`src/rtl/riscv_pkg.sv`:
```
// Shared RV32I control encodings: FSM states, opcodes and datapath select values.
// Imported by the controller, its decoder and the datapath.
package riscv_pkg;

   localparam int REG_DATA_WIDTH = 32;

   typedef enum logic [2:0] {
      ST_FETCH   = 3'd0,
      ST_DECODE  = 3'd1,
      ST_EXECUTE = 3'd2,
      ST_MEM     = 3'd3,
      ST_WB      = 3'd4,
      ST_TRAP    = 3'd5
   } state_t;

   localparam logic [6:0] OPC_LUI    = 7'b0110111;
   localparam logic [6:0] OPC_AUIPC  = 7'b0010111;
   localparam logic [6:0] OPC_JAL    = 7'b1101111;
   localparam logic [6:0] OPC_JALR   = 7'b1100111;
   localparam logic [6:0] OPC_BRANCH = 7'b1100011;
   localparam logic [6:0] OPC_LOAD   = 7'b0000011;
   localparam logic [6:0] OPC_STORE  = 7'b0100011;
   localparam logic [6:0] OPC_OP_IMM = 7'b0010011;
   localparam logic [6:0] OPC_OP     = 7'b0110011;

   localparam logic [1:0] PC_SEL_PC4 = 2'b00;
   localparam logic [1:0] PC_SEL_ALU = 2'b01;

   localparam logic [1:0] WB_SEL_MEM = 2'b00;
   localparam logic [1:0] WB_SEL_ALU = 2'b01;
   localparam logic [1:0] WB_SEL_PC4 = 2'b10;

   localparam logic [2:0] IMM_I = 3'b000;
   localparam logic [2:0] IMM_S = 3'b001;
   localparam logic [2:0] IMM_B = 3'b010;
   localparam logic [2:0] IMM_U = 3'b011;
   localparam logic [2:0] IMM_J = 3'b100;

   localparam logic [3:0] ALU_ADD    = 4'b0000;
   localparam logic [3:0] ALU_PASS_B = 4'b1111;

   function automatic logic opcode_legal(input logic [6:0] opc);
      logic ok;
      case (opc)
         OPC_LUI, OPC_AUIPC, OPC_JAL, OPC_JALR, OPC_BRANCH,
         OPC_LOAD, OPC_STORE, OPC_OP_IMM, OPC_OP: ok = 1'b1;
         default:                                 ok = 1'b0;
      endcase
      return ok;
   endfunction

endpackage

```
`src/rtl/ctrl_decode.sv`:
```
// Pure combinational opcode/funct decoder producing datapath selects and
// instruction-class flags for the multicycle controller.
module ctrl_decode
   import riscv_pkg::*;
(
   input  logic [REG_DATA_WIDTH-1:0] instr,
   input  logic                      br_eq,
   input  logic                      br_lt,
   output logic                      legal,
   output logic                      is_load,
   output logic                      is_store,
   output logic                      is_branch,
   output logic                      br_unsign,
   output logic                      a_sel,
   output logic                      b_sel,
   output logic [3:0]                alu_sel,
   output logic [1:0]                pc_sel,
   output logic [1:0]                wb_sel,
   output logic [2:0]                imm_sel
);

   logic [6:0] opcode;
   logic [2:0] funct3;
   logic       funct7_5;
   logic       taken;
   logic       unused_bits;

   assign opcode      = instr[6:0];
   assign funct3      = instr[14:12];
   assign funct7_5    = instr[30];
   assign unused_bits = ^{instr[31], instr[29:15], instr[11:7]};

   // Branch condition; funct3 010/011 are not branch encodings and never take
   always_comb begin
      case (funct3)
         3'b000:  taken = br_eq;
         3'b001:  taken = !br_eq;
         3'b100:  taken = br_lt;
         3'b101:  taken = !br_lt;
         3'b110:  taken = br_lt;
         3'b111:  taken = !br_lt;
         default: taken = 1'b0;
      endcase
   end

   // Opcode decode to datapath selects
   always_comb begin
      legal     = opcode_legal(opcode);
      is_load   = 1'b0;
      is_store  = 1'b0;
      is_branch = 1'b0;
      br_unsign = 1'b0;
      a_sel     = 1'b0;
      b_sel     = 1'b1;
      alu_sel   = ALU_ADD;
      pc_sel    = PC_SEL_PC4;
      wb_sel    = WB_SEL_MEM;
      imm_sel   = IMM_I;
      case (opcode)
         OPC_LUI: begin
            alu_sel = ALU_PASS_B;
            wb_sel  = WB_SEL_ALU;
            imm_sel = IMM_U;
         end
         OPC_AUIPC: begin
            a_sel   = 1'b1;
            wb_sel  = WB_SEL_ALU;
            imm_sel = IMM_U;
         end
         OPC_JAL: begin
            a_sel   = 1'b1;
            pc_sel  = PC_SEL_ALU;
            wb_sel  = WB_SEL_PC4;
            imm_sel = IMM_J;
         end
         OPC_JALR: begin
            pc_sel = PC_SEL_ALU;
            wb_sel = WB_SEL_PC4;
         end
         OPC_BRANCH: begin
            is_branch = 1'b1;
            br_unsign = funct3[1];
            a_sel     = 1'b1;
            imm_sel   = IMM_B;
            pc_sel    = taken ? PC_SEL_ALU : PC_SEL_PC4;
         end
         OPC_LOAD: begin
            is_load = 1'b1;
         end
         OPC_STORE: begin
            is_store = 1'b1;
            imm_sel  = IMM_S;
         end
         OPC_OP_IMM: begin
            wb_sel  = WB_SEL_ALU;
            // funct7[5] only selects SRAI vs SRLI; elsewhere it is immediate data
            alu_sel = {(funct3 == 3'b101) ? funct7_5 : 1'b0, funct3};
         end
         OPC_OP: begin
            b_sel   = 1'b0;
            wb_sel  = WB_SEL_ALU;
            alu_sel = {funct7_5, funct3};
         end
         default: begin
            legal = 1'b0;
         end
      endcase
   end

endmodule

```
`src/rtl/multicycle_ctrl.sv`:
```
// Multicycle RV32I control FSM with fetch/data memory handshakes; all outputs are
// combinational from the state register plus the current instruction.
module multicycle_ctrl
   import riscv_pkg::*;
(
   input  logic                      clk,
   input  logic                      rst,
   input  logic [REG_DATA_WIDTH-1:0] instr,
   input  logic                      br_eq,
   input  logic                      br_lt,
   output logic                      imem_req,
   input  logic                      imem_ready,
   output logic                      dmem_req,
   input  logic                      dmem_ready,
   output logic                      ir_write_en,
   output logic                      pc_write_en,
   output logic                      reg_write_en,
   output logic                      mem_write_en,
   output logic                      br_unsign,
   output logic                      a_sel,
   output logic                      b_sel,
   output logic [3:0]                alu_sel,
   output logic [1:0]                pc_sel,
   output logic [1:0]                wb_sel,
   output logic [2:0]                imm_sel,
   output logic                      retire,
   output logic                      trap,
   output logic [2:0]                state
);

   state_t     state_r;
   state_t     next_state;
   logic       dec_legal;
   logic       dec_load;
   logic       dec_store;
   logic       dec_branch;
   logic       dec_br_unsign;
   logic       dec_a_sel;
   logic       dec_b_sel;
   logic [3:0] dec_alu_sel;
   logic [1:0] dec_pc_sel;
   logic [1:0] dec_wb_sel;
   logic [2:0] dec_imm_sel;
   logic       sel_active;

   ctrl_decode u_decode (
      .instr     (instr),
      .br_eq     (br_eq),
      .br_lt     (br_lt),
      .legal     (dec_legal),
      .is_load   (dec_load),
      .is_store  (dec_store),
      .is_branch (dec_branch),
      .br_unsign (dec_br_unsign),
      .a_sel     (dec_a_sel),
      .b_sel     (dec_b_sel),
      .alu_sel   (dec_alu_sel),
      .pc_sel    (dec_pc_sel),
      .wb_sel    (dec_wb_sel),
      .imm_sel   (dec_imm_sel)
   );

   // State register
   always_ff @(posedge clk or posedge rst) begin
      if (rst) begin
         state_r <= ST_FETCH;
      end else begin
         state_r <= next_state;
      end
   end

   // Next-state and output decode
   always_comb begin
      next_state   = state_r;
      imem_req     = 1'b0;
      dmem_req     = 1'b0;
      ir_write_en  = 1'b0;
      pc_write_en  = 1'b0;
      reg_write_en = 1'b0;
      mem_write_en = 1'b0;
      retire       = 1'b0;
      trap         = 1'b0;
      br_unsign    = 1'b0;
      a_sel        = 1'b0;
      b_sel        = 1'b0;
      alu_sel      = 4'b0000;
      pc_sel       = 2'b00;
      wb_sel       = 2'b00;
      imm_sel      = 3'b000;
      // instr is only valid from DECODE onward, so selects are gated off elsewhere
      sel_active   = (state_r == ST_DECODE) || (state_r == ST_EXECUTE) ||
                     (state_r == ST_MEM)    || (state_r == ST_WB);
      if (sel_active) begin
         br_unsign = dec_br_unsign;
         a_sel     = dec_a_sel;
         b_sel     = dec_b_sel;
         alu_sel   = dec_alu_sel;
         pc_sel    = dec_pc_sel;
         wb_sel    = dec_wb_sel;
         imm_sel   = dec_imm_sel;
      end else begin
         sel_active = 1'b0;
      end
      case (state_r)
         ST_FETCH: begin
            imem_req = 1'b1;
            if (imem_ready) begin
               ir_write_en = 1'b1;
               next_state  = ST_DECODE;
            end else begin
               next_state = ST_FETCH;
            end
         end
         ST_DECODE: begin
            next_state = dec_legal ? ST_EXECUTE : ST_TRAP;
         end
         ST_EXECUTE: begin
            if (dec_load || dec_store) begin
               next_state = ST_MEM;
            end else if (dec_branch) begin
               pc_write_en = 1'b1;
               retire      = 1'b1;
               next_state  = ST_FETCH;
            end else begin
               next_state = ST_WB;
            end
         end
         ST_MEM: begin
            dmem_req     = 1'b1;
            mem_write_en = dec_store;
            if (dmem_ready) begin
               pc_write_en = dec_store;
               retire      = dec_store;
               next_state  = dec_store ? ST_FETCH : ST_WB;
            end else begin
               next_state = ST_MEM;
            end
         end
         ST_WB: begin
            reg_write_en = 1'b1;
            pc_write_en  = 1'b1;
            retire       = 1'b1;
            next_state   = ST_FETCH;
         end
         ST_TRAP: begin
            trap       = 1'b1;
            next_state = ST_TRAP;
         end
         default: begin
            next_state = ST_FETCH;
         end
      endcase
      // Reset drops requests and strobes immediately, even mid-handshake
      if (rst) begin
         imem_req     = 1'b0;
         dmem_req     = 1'b0;
         ir_write_en  = 1'b0;
         pc_write_en  = 1'b0;
         reg_write_en = 1'b0;
         mem_write_en = 1'b0;
         retire       = 1'b0;
         trap         = 1'b0;
      end else begin
         trap = trap;
      end
   end

   assign state = state_r;

endmodule

```
`config.mk`:
```
export PLATFORM = sky130hd
export DESIGN_NAME = multicycle_ctrl
export DESIGN_NICKNAME = d
export VERILOG_FILES = /design/src/rtl/riscv_pkg.sv /design/src/rtl/ctrl_decode.sv /design/src/rtl/multicycle_ctrl.sv
export SDC_FILE = /design/constraint.sdc
export NUM_CORES = 1
export LEC_CHECK = 0
export CORE_UTILIZATION = 23
export CTS_BUF_LIST = sky130_fd_sc_hd__clkbuf_4 sky130_fd_sc_hd__clkbuf_8 sky130_fd_sc_hd__clkbuf_16
export CTS_CLUSTER_SIZE = 16
export DETAILED_ROUTE_END_ITERATION = 16
export HOLD_SLACK_MARGIN = 0.15
export PLACE_DENSITY_LB_ADDON = 0.2
export SETUP_SLACK_MARGIN = 0.4
export SLEW_MARGIN = 30
export SYNTH_ARGS = -nofsm -noshare
export SYNTH_HDL_FRONTEND = slang
export SYNTH_HIERARCHICAL = 1
export SYNTH_SLANG_ARGS = --single-unit
export TNS_END_PERCENT = 50
```
`constraint.sdc`:
```
create_clock -name clk -period 1.8 [get_ports clk]
set_clock_uncertainty 0.15 [all_clocks]
set_input_delay 0.27 -clock clk [delete_from_list [all_inputs] [get_ports clk]]
set_output_delay 0.27 -clock clk [all_outputs]
set_load 0.01 [all_outputs]
```
==> qor.log <==
INFO  synthesis      postSynth.topFlopCell=dfrtp_1
INFO  floorplanning  design.portCount=63
INFO  worst_setup_path critPathMaxFanout=5
INFO  synthesis      synth_edf_count=0
INFO  cells_and_area post-route-util=58.9%
INFO  synthesis      postSynthCellCount=98
INFO  synthesis      postSynth.asyncResetShare=100%
INFO  worst_setup_path worst-endpoint-required=1.38ns
INFO  synthesis      synth.cell_area=706µm²
INFO  cells_and_area final_net_count=220
INFO  floorplanning  dieArea=3290µm²
INFO  worst_setup_path cp_data_arrival_time=1.52ns
INFO  routing        post_drt_wl_per_cell=13.0µm
INFO  sta            period_share=108%
INFO  worst_setup_path worst_r2r_startpoint=state[1]
INFO  floorplanning  chipHeight=57.4µm
INFO  routing        first_iter_violations=18
INFO  worst_setup_path reg2reg_to=state[1]
INFO  routing        antenna_violating_nets_post_route=0
INFO  synthesis      post_synth.cell_area_avg=7.20µm²
INFO  grt            grt-ovfl-total=0
INFO  worst_setup_path timing_worst_setup_path_type=register to primary output
INFO  synthesis      synth.yosys.warnings=6
INFO  sta            totalNegativeSetupSlack=-1.29ns
INFO  clocking       clock_tree_from_tritoncts=yes
INFO  clocking       tritoncts.num_buffers=3
INFO  floorplanning  floorplan.initialDensity=24.9%
INFO  placed_design  last_weighted_congestion_value_of_the_routability_driven_placer=0.819
INFO  grt            antenna_found_initial=0
INFO  grt            grt_max_degree=14
INFO  cells_and_area diodes=0
INFO  synthesis      netlist.top_cell.by_area=and2_1
INFO  sta            postLayoutSetupSlackWorst=-0.141ns
INFO  clocking       cts.sink_count=3
INFO  clocking       ctsLongestPathBuffers=2
INFO  worst_setup_path worstSetupStartpointType=register
INFO  synthesis      synth_top_cells_by_area=and2_1 14%, dfrtp_1 11%, buf_4 5.3%
INFO  sta            unrepaired_setup_endpoints_after_global_routing=true
INFO  synthesis      synth_cell_type_count=43
INFO  cells_and_area proportion_of_layout_cells_with_a_drive_suffix_above_1=70.7%
INFO  cells_and_area syn_to_final_growth=136%
INFO  pwr            irDropWorstVdd=593µV
INFO  synthesis      yosys.area.top_type_share=14.2%
INFO  floorplanning  dieWidth=57.4µm
INFO  routing        first_pass_iters=10
INFO  synthesis      synth-seq-cells=3
INFO  clocking       number_of_h_tree_branching_levels=1
INFO  job            drv.max_cap_violation_count=0
INFO  hold_path      hold_path_class=input port to async pin
INFO  synthesis      syn-num-nets=136
INFO  status         violations=DRC, setup timing
INFO  routing        drcViolationCount=3
INFO  grt            grt_usage=16.7%
INFO  sta            finalCriticalPeriod=1.94ns
INFO  clocking       worst_skew_pair.late_latency=0.24ns
INFO  grt            first_pass_grt_wire_length=4450µm
INFO  floorplanning  placementRows=19
INFO  sta            hold_violations=0
INFO  routing        drt_wl_total=2760µm
INFO  placed_design  dp_hpwl=1950µm
INFO  sta            final_count_of_pins_violating_max_slew=0
INFO  pwr            power_density=823nW/µm²
INFO  pwr            leakagePower=0.787nW
INFO  placed_design  total_of_buffers_placed_on_input_and_output_ports=40
INFO  routing        post_drt_via_cell_ratio=4.88
INFO  status         run_status=finished with violations
INFO  clocking       clk_pin_slew_worst_paths=0.04ns
INFO  synthesis      synth_common_cells=16 x and2_1, 10 x nand2_1, 7 x nor2_1
INFO  synthesis      most_frequent_cell_after_synthesis=and2_1
INFO  routing        dr_total_vias=1035
INFO  worst_setup_path timing.reg2reg.worst_path_depth=7
INFO  worst_setup_path ff2ff_setup_slack=0.17ns
INFO  sta            fmax=0.515GHz
INFO  synthesis      synth.yosys.seq_area_share=10.6%
INFO  grt            number_of_global_route_vias_before_repair=1008
INFO  sta            setup_viol=15
INFO  worst_setup_path setup.worst_path.end_class=primary output
INFO  floorplanning  core-area=2830µm²
INFO  cells_and_area largest_reg_flops=3
INFO  clocking       clk_root_buffer_cell=clkbuf_4
-- placed cells by master, fill, tap and decap left out, drive strengths merged, types with 2 or more instances in the layout --
master	netlist	routed
clkbuf	0	5
nor3b	2	2
o21ai	3	3
or3b	2	2
and3	2	2
dfrtp	3	3
nor2	8	8
nor4	2	2
and2	16	16
nand2	10	10
nor4bb	3	3
a22o	2	2
inv	5	5
nand3	4	4
a21oi	4	4
clkdlybuf4s50	0	3
dlygate4sd2	0	5
nand2b	4	4
a31oi	2	2
buf	7	76
-- cell families (layout without fill, tap and decap cells) --
logic type                count (synthesis)  in the layout  share of synthesized area, %
DFF                                       3              3                          10.6
buffers and inverters                    13             96                          11.5
and+or+nand+nor                          59             59                          52.8
xor gates and xnor gates                  1              1                          2.31
other                                     1              1                         0.531
AOI/OAI and AO/OA                        21             21                          22.2
-- power breakdown --
group / leakage, nW / internal, W / total (W) / switching (W)
Combinational: 0.734 / 0.000650 / 0.00111 / 0.000456
Sequential: 0.0336 / 0.0000948 / 0.000131 / 0.0000366
Clock: 0.0184 / 0.0000981 / 0.000135 / 0.0000365
Total: 0.787 / 0.000843 / 0.00137 / 0.000529
-- layout make-up --
type	instances	area [µm²]
repair buffers	86	734
inverters	6	27.5
multi-input cells	82	758
clock buffers	4	30.0
well taps	31	38.8
flip-flops and latches	3	77.6
fillers	238	1160
-- worst max-delay path: stages (launching register included) --
cell and delay (ns):
dfrtp_2 0.46, buf_6 0.13, nand2b_4 0.07, nor4bb_4 0.28
a221o_1 0.21, buf_2 0.14
-- routing by layer --
layer	vias up	routed length (µm)	global-route usage, %
met5	-	0	0
met4	0	0	2.44
met3	0	119	3.85
met2	30	1450	29.1
met1	492	1190	21.4
li1	513	-	-
-- worst max-delay path by stage --
stage                     startpoint           to  slack, ns  depth (start not counted)
after floorplan             instr[2]       retire      -0.04                          7
after global placement      instr[3]   imm_sel[1]      -0.92                          7
after detailed placement    instr[3]   imm_sel[1]      -0.95                          7
after CTS                   state[1]  pc_write_en      -0.15                          5
after global routing        state[1]       retire      -0.22                          5
final                       state[1]  pc_write_en      -0.14                          5
-- repair_timing --
item                       4_1_cts  5_1_grt
pin swaps                       22       13
setup buffers                   11        5
setup endpoints to repair       27       27
hold buffers                     0        0
hold endpoints to repair         0        0
resized for setup              158       29
-- stage by stage --
stage | hold WS (ns) | area (µm²) | power, W | worst slack [ns] | cells
4_1_cts | 0.251 | 1570 | 0.00115 | -0.154 | 207
2_1_floorplan | -0.121 | 790 | 0.000571 | -0.0430 | 98
6_report | 0.266 | 1670 | 0.00137 | -0.141 | 212
3_3_place_gp | 0.573 | 1390 | 0.000891 | -0.923 | 192
5_1_grt | 0.298 | 1670 | 0.00146 | -0.216 | 212
3_5_place_dp | 0.587 | 1390 | 0.000901 | -0.952 | 192
No activity file was read; power rests on OpenSTA's default activity.
